<file path="config.mk">
export PLATFORM = sky130hd
export DESIGN_NAME = crank_signal_gen
export DESIGN_NICKNAME = d
export VERILOG_FILES = /design/src/rtl/hust_efi_pkg.sv /design/src/rtl/tooth_timer.sv /design/src/rtl/crank_signal_gen.sv
export SDC_FILE = /design/constraint.sdc
export NUM_CORES = 1
export LEC_CHECK = 0
export CORE_ASPECT_RATIO = 1.1
export CORE_MARGIN = 4
export CORE_UTILIZATION = 28
export DETAILED_ROUTE_END_ITERATION = 8
export DONT_BUFFER_PORTS = 1
export PLACE_DENSITY = 0.5
export SLEW_MARGIN = 20
export SYNTH_ARGS = -nofsm -noshare
export SYNTH_HDL_FRONTEND = slang
export SYNTH_SLANG_ARGS = --single-unit
</file>
<file path="constraint.sdc">
create_clock -name clk -period 3.5 [get_ports clk]
set_clock_uncertainty 0.2 [all_clocks]
set_input_delay 0 -clock clk [delete_from_list [all_inputs] [get_ports clk]]
set_output_delay 0 -clock clk [all_outputs]
set_load 0.05 [all_outputs]
</file>
<file path="src/rtl/hust_efi_pkg.sv">
// Shared engine-timing definitions: stroke encodings, generator states and period defaults.
package hust_efi_pkg;

    typedef enum logic [1:0] {
        STROKE_INTAKE      = 2'b00,
        STROKE_COMPRESSION = 2'b01,
        STROKE_COMBUSTION  = 2'b10,
        STROKE_EXHAUST     = 2'b11
    } stroke_e;

    typedef enum logic [1:0] {
        ST_IDLE,
        ST_SPINUP,
        ST_RUN
    } gen_state_e;

    localparam logic [15:0] DEFAULT_TOOTH_PERIOD     = 16'd1000;
    localparam logic [15:0] MIN_TOOTH_PERIOD         = 16'd2;
    localparam int          DEFAULT_TEETH_PER_STROKE = 12;

    // A period below two cycles cannot produce separated one-cycle pulses.
    function automatic logic [15:0] clamp_period(input logic [15:0] period);
        return (period < MIN_TOOTH_PERIOD) ? MIN_TOOTH_PERIOD : period;
    endfunction

endpackage

</file>
<file path="src/rtl/tooth_timer.sv">
// Per-tooth down-counter with pending/active period registers; expire marks the last cycle of a tooth.
module tooth_timer
    import hust_efi_pkg::*;
(
    input  logic        clk,
    input  logic        reset_n,
    input  logic        run,
    input  logic        start,
    input  logic [15:0] tooth_period,
    input  logic        period_load,
    output logic        expire
);

    logic [15:0] count_q;
    logic [15:0] pending_q;
    logic [15:0] active_q;
    logic [15:0] load_value;
    logic [15:0] next_period;

    assign load_value  = clamp_period(tooth_period);
    assign next_period = period_load ? load_value : pending_q;
    assign expire      = run && (count_q == 16'd0);

    // While stopped there is no tooth in progress, so the active period tracks the pending one.
    always_ff @(posedge clk or negedge reset_n) begin
        if (!reset_n) begin
            count_q   <= 16'd0;
            pending_q <= DEFAULT_TOOTH_PERIOD;
            active_q  <= DEFAULT_TOOTH_PERIOD;
        end else begin
            if (period_load) begin
                pending_q <= load_value;
            end
            if (start) begin
                count_q <= active_q - 16'd1;
            end else if (expire) begin
                active_q <= next_period;
                count_q  <= next_period - 16'd1;
            end else if (run) begin
                count_q <= count_q - 16'd1;
            end else begin
                count_q  <= 16'd0;
                active_q <= next_period;
            end
        end
    end

endmodule

</file>
<file path="src/rtl/crank_signal_gen.sv">
// Crank/cam signal generator: tooth and stroke sequencing with registered pulse outputs.
// Define CRANK_GEN_MISSING_TOOTH_EN to drop the last tick of every revolution.
module crank_signal_gen
    import hust_efi_pkg::*;
#(
    parameter int TEETH_PER_STROKE = DEFAULT_TEETH_PER_STROKE
)
(
    input  logic        clk,
    input  logic        reset_n,
    input  logic        on,
    input  logic [15:0] tooth_period,
    input  logic        period_load,
    input  logic [1:0]  start_stroke,
    output logic        crank_tick,
    output logic        crank_changed,
    output logic        ckp,
    output logic [1:0]  stroke_idx,
    output logic [5:0]  tooth_idx
);

    localparam logic [5:0] LAST_TOOTH = 6'(TEETH_PER_STROKE - 1);

    gen_state_e  state_q;
    gen_state_e  state_d;
    logic [1:0]  stroke_d;
    logic [5:0]  tooth_d;
    logic        tick_d;
    logic        changed_d;
    logic        ckp_d;
    logic        run;
    logic        start;
    logic        expire;

    assign run   = on && (state_q != ST_IDLE);
    assign start = on && (state_q == ST_IDLE);

    tooth_timer u_tooth_timer (
        .clk          (clk),
        .reset_n      (reset_n),
        .run          (run),
        .start        (start),
        .tooth_period (tooth_period),
        .period_load  (period_load),
        .expire       (expire)
    );

    always_ff @(posedge clk or negedge reset_n) begin
        if (!reset_n) begin
            state_q       <= ST_IDLE;
            stroke_idx    <= 2'b00;
            tooth_idx     <= 6'd0;
            crank_tick    <= 1'b0;
            crank_changed <= 1'b0;
            ckp           <= 1'b0;
        end else begin
            state_q       <= state_d;
            stroke_idx    <= stroke_d;
            tooth_idx     <= tooth_d;
            crank_tick    <= tick_d;
            crank_changed <= changed_d;
            ckp           <= ckp_d;
        end
    end

    // Starting at the last tooth makes the first tick the opening tooth of the next stroke.
    always_comb begin
        state_d   = state_q;
        stroke_d  = stroke_idx;
        tooth_d   = tooth_idx;
        tick_d    = 1'b0;
        changed_d = 1'b0;
        if (!on) begin
            state_d  = ST_IDLE;
            stroke_d = 2'b00;
            tooth_d  = 6'd0;
        end else begin
            case (state_q)
                ST_IDLE: begin
                    state_d  = ST_SPINUP;
                    stroke_d = start_stroke;
                    tooth_d  = LAST_TOOTH;
                end
                ST_SPINUP, ST_RUN: begin
                    if (expire) begin
                        state_d = ST_RUN;
                        tick_d  = 1'b1;
                        if (tooth_idx == LAST_TOOTH) begin
                            tooth_d   = 6'd0;
                            stroke_d  = stroke_idx + 2'd1;
                            changed_d = 1'b1;
                        end else begin
                            tooth_d = tooth_idx + 6'd1;
                        end
`ifdef CRANK_GEN_MISSING_TOOTH_EN
                        if ((tooth_d == LAST_TOOTH) &&
                            ((stroke_d == STROKE_COMPRESSION) || (stroke_d == STROKE_EXHAUST))) begin
                            tick_d = 1'b0;
                        end
`else
`endif
                    end
                end
                default: state_d = ST_IDLE;
            endcase
        end
        ckp_d = (state_d != ST_IDLE) &&
                ((stroke_d == STROKE_INTAKE) || (stroke_d == STROKE_COMPRESSION));
    end

endmodule

</file>
==> impl_metrics.py, run 1 <==
metrics = {
    "status": {
        "status": "completed",
    },
    "timing": {
        "fin_crit_sh": 0.8804,
        "hold_violations": 0,
        "worst_pin_slew_ns": 0.9163,
        "finalSetupViolCount": 0,
        "fin_setup_tns_ns": 0,
        "maxSlewViolCount": 0,
        "slew_headroom": 0.3871,
        "min_period_ns": 3.081,
        "timing.fmax_ghz": 0.3245,
        "rsz0062_at_grt": "false",
    },
    "pwr": {
        "cellPowerDensity_nw_per_um2": 518.0,
        "swShare": 0.2884,
        "p_leak_nw": 1.739,
        "power_switching_mw": 0.6491,
        "seqPwrFrac": 0.404,
        "pwr-share-clk": 0.411,
        "power_mw": 2.251,
        "combPwrFrac": 0.184,
        "ir_worst_vdd_uv": 323.1,
        "intPower_mw": 1.602,
    },
    "drt": {
        "drc": 0,
        "drtAntennaViolNets": 0,
        "wl_per_cell_um": 16.48,
        "vias": 3028,
        "drt_iter0_markers": 245,
        "drt_wl_total_mm": 9.541,
        "via_per_inst": 5.230,
        "firstDrtPassIters": 4,
    },
    "final_layout": {
        "area_growth_pct": 19.55,
        "n_fill_cell": 1285,
        "multiInputGateArea_um2": 1957,
        "fin_nets": 445,
        "design_area_um2": 4345,
        "final_cells": 579,
        "seqCellArea_um2": 1541,
        "antenna_cells": 0,
        "drive_above_1_share": 0.1327,
    },
    "synthesis": {
        "syn-instance-count": 396,
        "syn-num-nets": 424,
        "synthArstFlopShare": 1.000,
        "yosysTopAreaCell": "dfrtp_1",
        "synth_top_area_frac": 0.3373,
        "seq_area_frac_synth": 0.4241,
        "syn_area_um2": 3635,
        "synth_common_cells": "dfrtp_1, nor2_1, a21oi_1",
        "synth_most_common_cell": "dfrtp_1",
        "synth_area_per_cell_um2": 9.179,
        "ys.flop_type": "dfrtp_1",
        "synth_edf_count": 0,
        "yosysUniqueCellTypes": 53,
        "synthTopCellsByArea": "dfrtp_1, dfstp_2, mux2_2",
        "ys_ff_latch": 61,
        "yosysWarnings": 0,
    },
    "global_route": {
        "antenna_found_initial": 0,
        "overflow": 0,
        "grt_pass1_wl_mm": 15.81,
        "grt_pass1_vias": 3105,
        "grt_max_degree": 62,
        "grt_usage": 0.1344,
    },
    "placed_design": {
        "dp.final_hpwl_mm": 6.707,
        "io_buffers": 0,
        "placed_area_um2": 3800,
        "place_congestion": 0.8150,
        "dp.cells": 541,
    },
    "setup_path": {
        "worstPathArrival_ns": 3.07,
        "crit_type": "in2reg",
        "worstPathRequired_ns": 3.48,
        "worstPathMaxFanout": 20,
        "cp-start-kind": "input port",
        "ff2ff_setup_slack_ns": 0.62,
        "cp-end-kind": "flip-flop",
    },
    "clock_network": {
        "clk_pin_slew_ns": 0.05,
        "cts.sinks": 61,
        "cts_buffers": 9,
        "htreeDepth": 3,
        "insertion_delay_ns": 0.32,
        "root_buffer": "clkbuf_16",
        "cts_tree": "done",
        "clockBufferDepth": 2,
    },
    "run": {
        "maxCapViolations": 0,
    },
    "floorplanning": {
        "num_io_pins": 33,
        "rows": 43,
        "dieArea_um2": 14870,
        "die_h_um": 127.5,
        "initial_utilization": 0.2875,
        "die_w_um": 116.6,
        "core_um2": 12640,
    },
    "worst_hold_path": {
        "hp-class": "in2async",
    },
}
layer usage:
layer  share of wire  vias up  wire length [µm]  GRT usage
li1                -     1487                 -          -
met1            0.48     1446              4626     0.1861
met2            0.44       83              4154     0.1976
met3           0.061       12               586    0.04263
met4           0.018        0               172    0.04521
met5               0        -                 0          0
through the flow:
step / hold slack, ns / setup slack [ns] / utilization
detailed placement: -0.4937 / 0.6399 / 0.3005
floorplan: -0.4956 / 0.7518 / -
finish: 0.006296 / 0.4185 / 0.3437
global route: 0.04057 / 0.08237 / 0.3437
CTS: 0.001547 / 0.4188 / 0.3437
global placement: -0.4936 / 0.6940 / 0.3005
power groups by stage:
| stage | clock, mW | sequential, mW | combinational, mW |
|---|---|---|---|
| 6_report | 0.925 | 0.910 | 0.415 |
| 5_1_grt | 0.988 | 0.924 | 0.468 |
| 4_1_cts | 0.950 | 0.909 | 0.418 |
| 3_5_place_dp | 0 | 0.921 | 0.370 |
| 3_3_place_gp | 0 | 0.918 | 0.370 |
| 2_1_floorplan | 0 | 0.895 | 0.301 |
path summary, 6_finish.rpt:
| path | end | depth (start not counted) | from |
|---|---|---|---|
| worst max-delay path | u_tooth_timer.count_q[12] | 8 | period_load |
| worst min-delay path | tooth_idx[2] | 2 | reset_n |
| worst min register to register | u_tooth_timer.active_q[8] | 2 | u_tooth_timer.active_q[8] |
| max in group asynchronous | u_tooth_timer.pending_q[9] | 2 | reset_n |
| min in group clk | u_tooth_timer.count_q[5] | 4 | period_load |
| worst max register to register | u_tooth_timer.active_q[12] | 7 | u_tooth_timer.count_q[0] |
layout make-up:
type                    count  area share
repair buffers             27     0.06335
inverters                  18     0.01555
well taps                 157     0.04521
multi-input cells         300      0.4503
flip-flops and latches     61      0.3547
clock buffers              11     0.05356
clock inverters             5     0.01728
flip-flops by register name, summed over array words and instances, names as in the netlist:
signal                   cells
crank_tick                   1
ckp                          1
u_tooth_timer.pending_q     16
state_q                      2
u_tooth_timer.count_q       16
stroke_idx                   2
crank_changed                1
u_tooth_timer.active_q      16
tooth_idx                    6
kinds of logic after synthesis:
logic type      after synthesis  synth area share
compound gates               96            0.1676
xor+xnor                     33           0.07952
flops                        61            0.4241
simple gates                141            0.1969
mux                          24           0.07194
buf+inv                      35           0.03924
fa+ha+maj                     6           0.02065
placed cells by master, fill, tap and decap left out, types with 6 or more instances in the layout:
master         count
dfrtp_1           49
a211oi_1           7
o21ai_0           25
dfstp_2           12
clkbuf_16          9
mux2i_1            7
nor2_1            45
ha_1               6
a21oi_1           28
inv_1             18
nand3_1            7
dlygate4sd3_1     21
xnor2_1           17
nor4_1             9
mux2_2            17
or4_1              9
xor2_1            16
nand2_1           23
nor3_1            20
critical path: stages:
cell and delay [ns]:
dlygate4sd3_1 1.14, nor2b_1 0.24, nor2_1 0.37, ha_1 0.35, nor3b_1 0.32, nor3b_1 0.27
xnor2_1 0.24, a211oi_2 0.12
timing repair:
action	4_1_cts	5_1_grt
setup buffers	0	0
endpoints found under the hold margin	119	0
hold buffers	22	0
gates resized for setup	0	0
(Power assumes the default switching activity.)
==> inputs of run 2 (changes only) <==
--- a/config.mk
+++ b/config.mk
@@ -14,4 +14,5 @@
 export SLEW_MARGIN = 20
 export SYNTH_ARGS = -nofsm -noshare
 export SYNTH_HDL_FRONTEND = slang
+export SYNTH_HIERARCHICAL = 1
 export SYNTH_SLANG_ARGS = --single-unit
==> constraint.sdc (replaced) <==
create_clock -name clk -period 3.7 [get_ports clk]
set_clock_uncertainty 0.2 [all_clocks]
set_input_delay 0 -clock clk [delete_from_list [all_inputs] [get_ports clk]]
set_output_delay 0 -clock clk [all_outputs]
set_load 0.05 [all_outputs]
==> run 2 against run 1 <==
Count of clock-buffer cells in the layout unchanged. Area after synthesis is 3.4% higher. Final cell count increased by 2.9%. First-iteration DRC count is 57% lower. Routed wire length is 6.1% lower. Design area grew 4.1%. Combinational power down 2%. Via count shrank 2.3%. Critical path type is now reg2reg. Critical endpoint is now ckp. Highest routed layer unchanged.
==> impl_metrics.py, run 2 <==
metrics = {
    "timing": {
        "maxSlewViolCount": 0,
        "finalSetupViolCount": 0,
        "rsz0062_at_grt": "false",
        "worst_pin_slew_ns": 0.7631,
        "fin_crit_sh": 0.8609,
        "timing.fmax_ghz": 0.3139,
        "slew_headroom": 0.4912,
        "min_period_ns": 3.185,
        "hold_violations": 0,
        "fin_setup_tns_ns": 0,
    },
    "synthesis": {
        "synthTopCellsByArea": "dfrtp_1, dfstp_2, xnor2_1",
        "syn-num-nets": 431,
        "yosysWarnings": 6,
        "syn_area_um2": 3757,
        "synth_common_cells": "dfrtp_1, nor2_1, nor3_1",
        "synth_top_area_frac": 0.3263,
        "yosysTopAreaCell": "dfrtp_1",
        "syn-instance-count": 403,
        "synth_most_common_cell": "dfrtp_1",
        "synth_area_per_cell_um2": 9.323,
        "ys_ff_latch": 61,
        "synthArstFlopShare": 1.000,
        "ys.flop_type": "dfrtp_1",
        "seq_area_frac_synth": 0.4103,
        "yosysUniqueCellTypes": 58,
        "synth_edf_count": 0,
    },
    "final_layout": {
        "antenna_cells": 0,
        "fin_util": 0.3438,
        "area_growth_pct": 20.38,
        "drive_above_1_share": 0.1379,
        "top_regs": "u_tooth_timer/active_q: 16 flops, u_tooth_timer/count_q: 16 flops, u_tooth_timer/pending_q: 16 flops",
        "design_area_um2": 4523,
        "fin_nets": 459,
        "final_common_cell": "dfrtp_1",
        "mostFrequentLayoutCells": "dfrtp_1, nor2_1, dlygate4sd3_1, nor3_1, nand2_1",
    },
    "run": {
        "maxCapViolations": 0,
    },
    "setup_path": {
        "cp-end-kind": "flip-flop",
        "crit_path_top_delay_cell": "or4b_1",
        "worstPathArrival_ns": 3.20,
        "cp-start-kind": "flip-flop",
        "crit_type": "reg2reg",
        "slowest_delay_ns": 0.61,
        "crit_chain": "inv_1 > ha_1 > or4b_1 > nor4_1 > and4_1 > or4b_4 > or3_1 > and4b_1",
        "worstPathRequired_ns": 3.72,
        "worstPathMaxFanout": 8,
    },
    "global_route": {
        "grt_pass1_wl_mm": 15.30,
        "grt_pass1_vias": 3046,
        "antenna_found_initial": 0,
        "overflow": 0,
        "grt_max_degree": 62,
        "grt_usage": 0.1243,
    },
    "drt": {
        "drtAntennaViolNets": 0,
        "via_per_inst": 4.963,
        "drt_iter0_markers": 106,
        "drc": 0,
        "firstDrtPassIters": 4,
        "drt_wl_total_mm": 8.956,
        "vias": 2958,
        "wl_per_cell_um": 15.03,
    },
    "clock_network": {
        "cts_buffers": 9,
        "cts.sinks": 61,
        "root_buffer": "clkbuf_16",
        "cts_tree": "done",
        "htreeDepth": 3,
        "insertion_delay_ns": 0.33,
        "clockBufferDepth": 2,
        "clk_pin_slew_ns": 0.05,
    },
    "pwr": {
        "p_leak_nw": 1.816,
        "ir_worst_vdd_uv": 240.6,
        "cellPowerDensity_nw_per_um2": 481.6,
    },
    "worst_hold_path": {
        "hp-class": "in2async",
    },
    "floorplanning": {
        "initial_utilization": 0.2856,
        "rows": 44,
        "dieArea_um2": 15340,
        "num_io_pins": 33,
        "core_um2": 13160,
        "die_w_um": 118.5,
        "die_h_um": 129.5,
    },
    "placed_design": {
        "io_buffers": 0,
        "placed_area_um2": 3880,
        "dp.final_hpwl_mm": 6.244,
        "place_congestion": 0.7840,
    },
    "status": {
        "status": "completed",
    },
}
## run 2: changes by cell type after synthesis, moves of 5 or more
cell / before / now
mux2i_1: 7 / 17
mux2_2: 17 / 10
a21oi_2: 0 / 8
o21ai_0: 25 / 9
o21ai_1: 0 / 9
buf_6: 0 / 5
nor3b_1: 5 / 0
a21oi_1: 28 / 15
xnor2_1: 17 / 22
nor3_1: 20 / 27
inv_1: 18 / 25
## run 2: cells by family after synthesis
family | after synthesis | share of synthesized area
buffers and inverters | 45 | 0.05794
multiplexers | 27 | 0.07526
AO/OA/AOI/OAI | 75 | 0.1372
AND/OR/NAND/NOR | 154 | 0.2178
XOR/XNOR | 35 | 0.08158
flip-flops | 61 | 0.4103
adder cells (fa/ha/maj) | 6 | 0.01998
## run 2: area by class of cell
| cell class | count | area, µm² |
|---|---|---|
| fillers | 1331 | 8635 |
| multi-input cells | 297 | 1998 |
| flip-flops and latches | 61 | 1541 |
| repair buffers | 37 | 372.9 |
| clock buffers | 11 | 242.7 |
| well taps | 161 | 201.4 |
| inverters | 25 | 93.84 |
| clock inverters | 4 | 72.57 |
## run 2: path summary, 6_finish.rpt
check / to / from / slack, ns / cells after the start
max in group asynchronous: u_tooth_timer/active_q[3] / reset_n / 2.97 / 2
min in group clk: u_tooth_timer/count_q[13] / period_load / 0.02 / 5
worst min-delay path: stroke_idx[0] / reset_n / 0.01 / 2
worst min register to register: u_tooth_timer/count_q[0] / u_tooth_timer/active_q[0] / 0.32 / 1
worst max-delay path: ckp / u_tooth_timer/count_q[0] / 0.51 / 8
worst max register to register: ckp / u_tooth_timer/count_q[0] / 0.51 / 8
## run 2: power by group
| part | switching [mW] | total, mW | internal [mW] |
|---|---|---|---|
| Combinational | 0.216 | 0.408 | 0.192 |
| Sequential | 0.106 | 0.868 | 0.762 |
| Clock | 0.300 | 0.902 | 0.603 |
## run 2: metrics by stage
stage / hold slack, ns / total power, mW / setup WS (ns) / instances
3_5_place_dp: -0.4918 / 1.228 / 0.5191 / 550
3_3_place_gp: -0.4917 / 1.223 / 0.5886 / 550
5_1_grt: 0.04951 / 2.305 / 0.4016 / 596
4_1_cts: 0.007482 / 2.208 / 0.5136 / 596
2_1_floorplan: -0.4956 / 1.161 / 0.6199 / 403
6_report: 0.01180 / 2.178 / 0.5147 / 596
## run 2: critical path, delay by kind of cell, from the launching register on
family / cells / cell delay (ns)
adder cells (fa/ha/maj): 1 / 0.19
flip-flops: 1 / 0.41
AND/OR/NAND/NOR: 6 / 2.21
buffers and inverters: 1 / 0.07
## run 2: what timing repair did
| item | 4_1_cts | 5_1_grt |
|---|---|---|
| buffers inserted | 0 | 0 |
| gates resized for setup | 0 | 0 |
| hold endpoints to repair | 119 | 0 |
| hold buffers | 31 | 0 |
| setup endpoints to repair | 0 | 0 |
## run 2: metal layers
layer	up-vias	share of wire	wire length [µm]	track usage
met2	66	0.46	4095	0.1964
met5	-	0	0	0
met4	0	0.015	131	0.04499
met1	1393	0.48	4320	0.1595
li1	1487	-	-	-
met3	12	0.046	410	0.04190
==> inputs of run 3 (changes only) <==
--- a/config.mk
+++ b/config.mk
@@ -6,7 +6,7 @@
 export NUM_CORES = 1
 export LEC_CHECK = 0
 export CORE_ASPECT_RATIO = 1.1
-export CORE_MARGIN = 4
+export CORE_MARGIN = 5
 export CORE_UTILIZATION = 28
 export DETAILED_ROUTE_END_ITERATION = 8
 export DONT_BUFFER_PORTS = 1
==> run 3 against run 2 <==
The run now ends with hold timing left. Power shrank 6.7%. Non-clock buffer count increased by 1. Flip-flop and latch count is the same. Count of clock-buffer cells in the layout is 1 higher. Routed wire length increased by 0.49%. Setup slack got worse by 0.032 ns. First-iteration DRC count increased by 88%. Final cell count increased by 0.34%. Global-route usage decreased by 0.76 points. Clock power decreased by 17%. Utilization is 0.33 points lower. Via count hardly changed.
==> impl_metrics.py, run 3 (same netlist as run 2, synthesis figures left out) <==
metrics = {
    "status": {
        "status": "finished, violations left",
        "violations": "hold timing",
    },
    "timing": {
        "finalSetupViolCount": 0,
        "fin_setup_tns_ns": 0,
        "worst_pin_slew_ns": 0.7573,
        "maxSlewViolCount": 0,
        "rsz0062_at_grt": "false",
        "timing.fmax_ghz": 0.3108,
        "hold_slack_ns": -0.001758,
        "fin_crit_sh": 0.8697,
        "setup_slack_ns": 0.4823,
        "hold_violations": 1,
        "min_period_ns": 3.218,
        "slew_headroom": 0.4951,
    },
    "clock_network": {
        "cts.sinks": 61,
        "clk_pin_slew_ns": 0.05,
        "cts_tree": "done",
        "post_cts_buffers": 0,
        "root_buffer": "clkbuf_16",
        "clockBufferDepth": 2,
        "cts_buffers": 9,
        "insertion_delay_ns": 0.33,
        "htreeDepth": 3,
    },
    "final_layout": {
        "area_growth_pct": 19.21,
        "final_cells": 598,
        "antenna_cells": 0,
        "mostFrequentLayoutCells": "dfrtp_1, nor2_1, dlygate4sd3_1, nor3_1, nand2_1",
        "final_common_cell": "dfrtp_1",
        "multiInputGateArea_um2": 1998,
        "n_fill_cell": 1348,
        "seqCellArea_um2": 1541,
        "design_area_um2": 4479,
        "drive_above_1_share": 0.1350,
        "top_regs": "u_tooth_timer/active_q: 16 flops, u_tooth_timer/count_q: 16 flops, u_tooth_timer/pending_q: 16 flops",
        "fin_nets": 460,
    },
    "floorplanning": {
        "dieArea_um2": 15840,
        "die_w_um": 120.5,
        "core_um2": 13160,
        "num_io_pins": 33,
        "initial_utilization": 0.2856,
        "die_h_um": 131.5,
        "rows": 44,
    },
    "drt": {
        "drt_iter0_markers": 199,
        "firstDrtPassIters": 4,
        "via_per_inst": 4.948,
        "drc": 0,
        "vias": 2959,
        "wl_per_cell_um": 15.05,
        "drt_wl_total_mm": 9.000,
        "drtAntennaViolNets": 0,
    },
    "setup_path": {
        "worstPathRequired_ns": 3.71,
        "cp-start-kind": "flip-flop",
        "worstPathMaxFanout": 8,
        "crit_path_top_delay_cell": "or4b_1",
        "slowest_delay_ns": 0.62,
        "crit_chain": "inv_1 > ha_1 > or4b_1 > nor4_1 > and4_1 > or4b_4 > or3_1 > and4b_1",
        "ff2ff_setup_slack_ns": 0.48,
        "crit_type": "reg2reg",
        "cp-end-kind": "flip-flop",
        "worstPathArrival_ns": 3.23,
    },
    "run": {
        "maxCapViolations": 0,
    },
    "global_route": {
        "grt_pass1_wl_mm": 15.10,
        "grt_pass1_vias": 3066,
        "overflow": 0,
        "antenna_found_initial": 0,
        "top_usage_layer": "met2",
        "use_met2": 0.1805,
        "met1_usage": 0.1543,
        "grt_util_met3": 0.03912,
        "grt_usage": 0.1166,
        "grt_max_degree": 62,
    },
    "placed_design": {
        "dp.final_hpwl_mm": 6.228,
        "dp.cells": 550,
        "place_congestion": 0.8135,
        "io_buffers": 0,
        "pre_cts_ws_ns": 0.5092,
        "placed_area_um2": 3880,
    },
    "pwr": {
        "seqPwrFrac": 0.428,
        "ir_worst_vdd_uv": 197.2,
        "power_switching_mw": 0.6252,
        "intPower_mw": 1.406,
        "p_leak_nw": 1.791,
        "swShare": 0.3078,
        "combPwrFrac": 0.202,
        "cellPowerDensity_nw_per_um2": 453.5,
        "pwr-share-clk": 0.370,
    },
    "worst_hold_path": {
        "hp-class": "in2reg",
    },
}
[run 3: per-layer routing]
metal	up-vias	wire (µm)
li1	1494	-
met5	-	0
met3	12	504
met1	1376	4261
met2	77	4103
met4	0	131
[run 3: worst max-delay path: cells and delay by family, from the launching register on]
kind	cells	cell delay [ns]
flip-flops	1	0.41
buffers and inverters	1	0.07
AND/OR/NAND/NOR	6	2.23
adder cells (fa/ha/maj)	1	0.19
[run 3: timing repair]
| item | in CTS | in global routing |
|---|---|---|
| endpoints found under the hold margin | 119 | 0 |
| gates resized for setup | 0 | 0 |
| hold buffers | 32 | 0 |
[run 3: per-stage QoR]
step | util | total power [mW]
floorplan | - | 1.161
global placement | 0.2949 | 1.223
global route | 0.3404 | 2.149
CTS | 0.3404 | 2.059
finish | 0.3404 | 2.031
detailed placement | 0.2949 | 1.229
[run 3: layout make-up]
type	count	share of cell area
clock buffer	12	0.05279
multi-input combinational	297	0.4461
clock inverter	4	0.005587
inverter	25	0.02095
timing repair buffer	38	0.08547
sequential	61	0.3441
tap	161	0.04497
[run 3: path summary, 6_finish.rpt]
check	cells past startpoint	start	endpoint
worst max-delay path	8	u_tooth_timer/count_q[0]	ckp
worst min-delay path	4	period_load	u_tooth_timer/count_q[7]
worst max register to register	8	u_tooth_timer/count_q[0]	ckp
worst min register to register	1	u_tooth_timer/active_q[0]	u_tooth_timer/count_q[0]
max in group asynchronous	2	reset_n	u_tooth_timer/active_q[5]
min in group asynchronous	2	reset_n	state_q[0]
[run 3: power groups by stage]
stage | registers [mW] | clock network (mW) | logic [mW]
detailed placement | 0.879 | 0 | 0.350
global placement | 0.875 | 0 | 0.348
CTS | 0.868 | 0.777 | 0.413
finish | 0.869 | 0.752 | 0.411
global route | 0.883 | 0.808 | 0.458
floorplan | 0.855 | 0 | 0.306
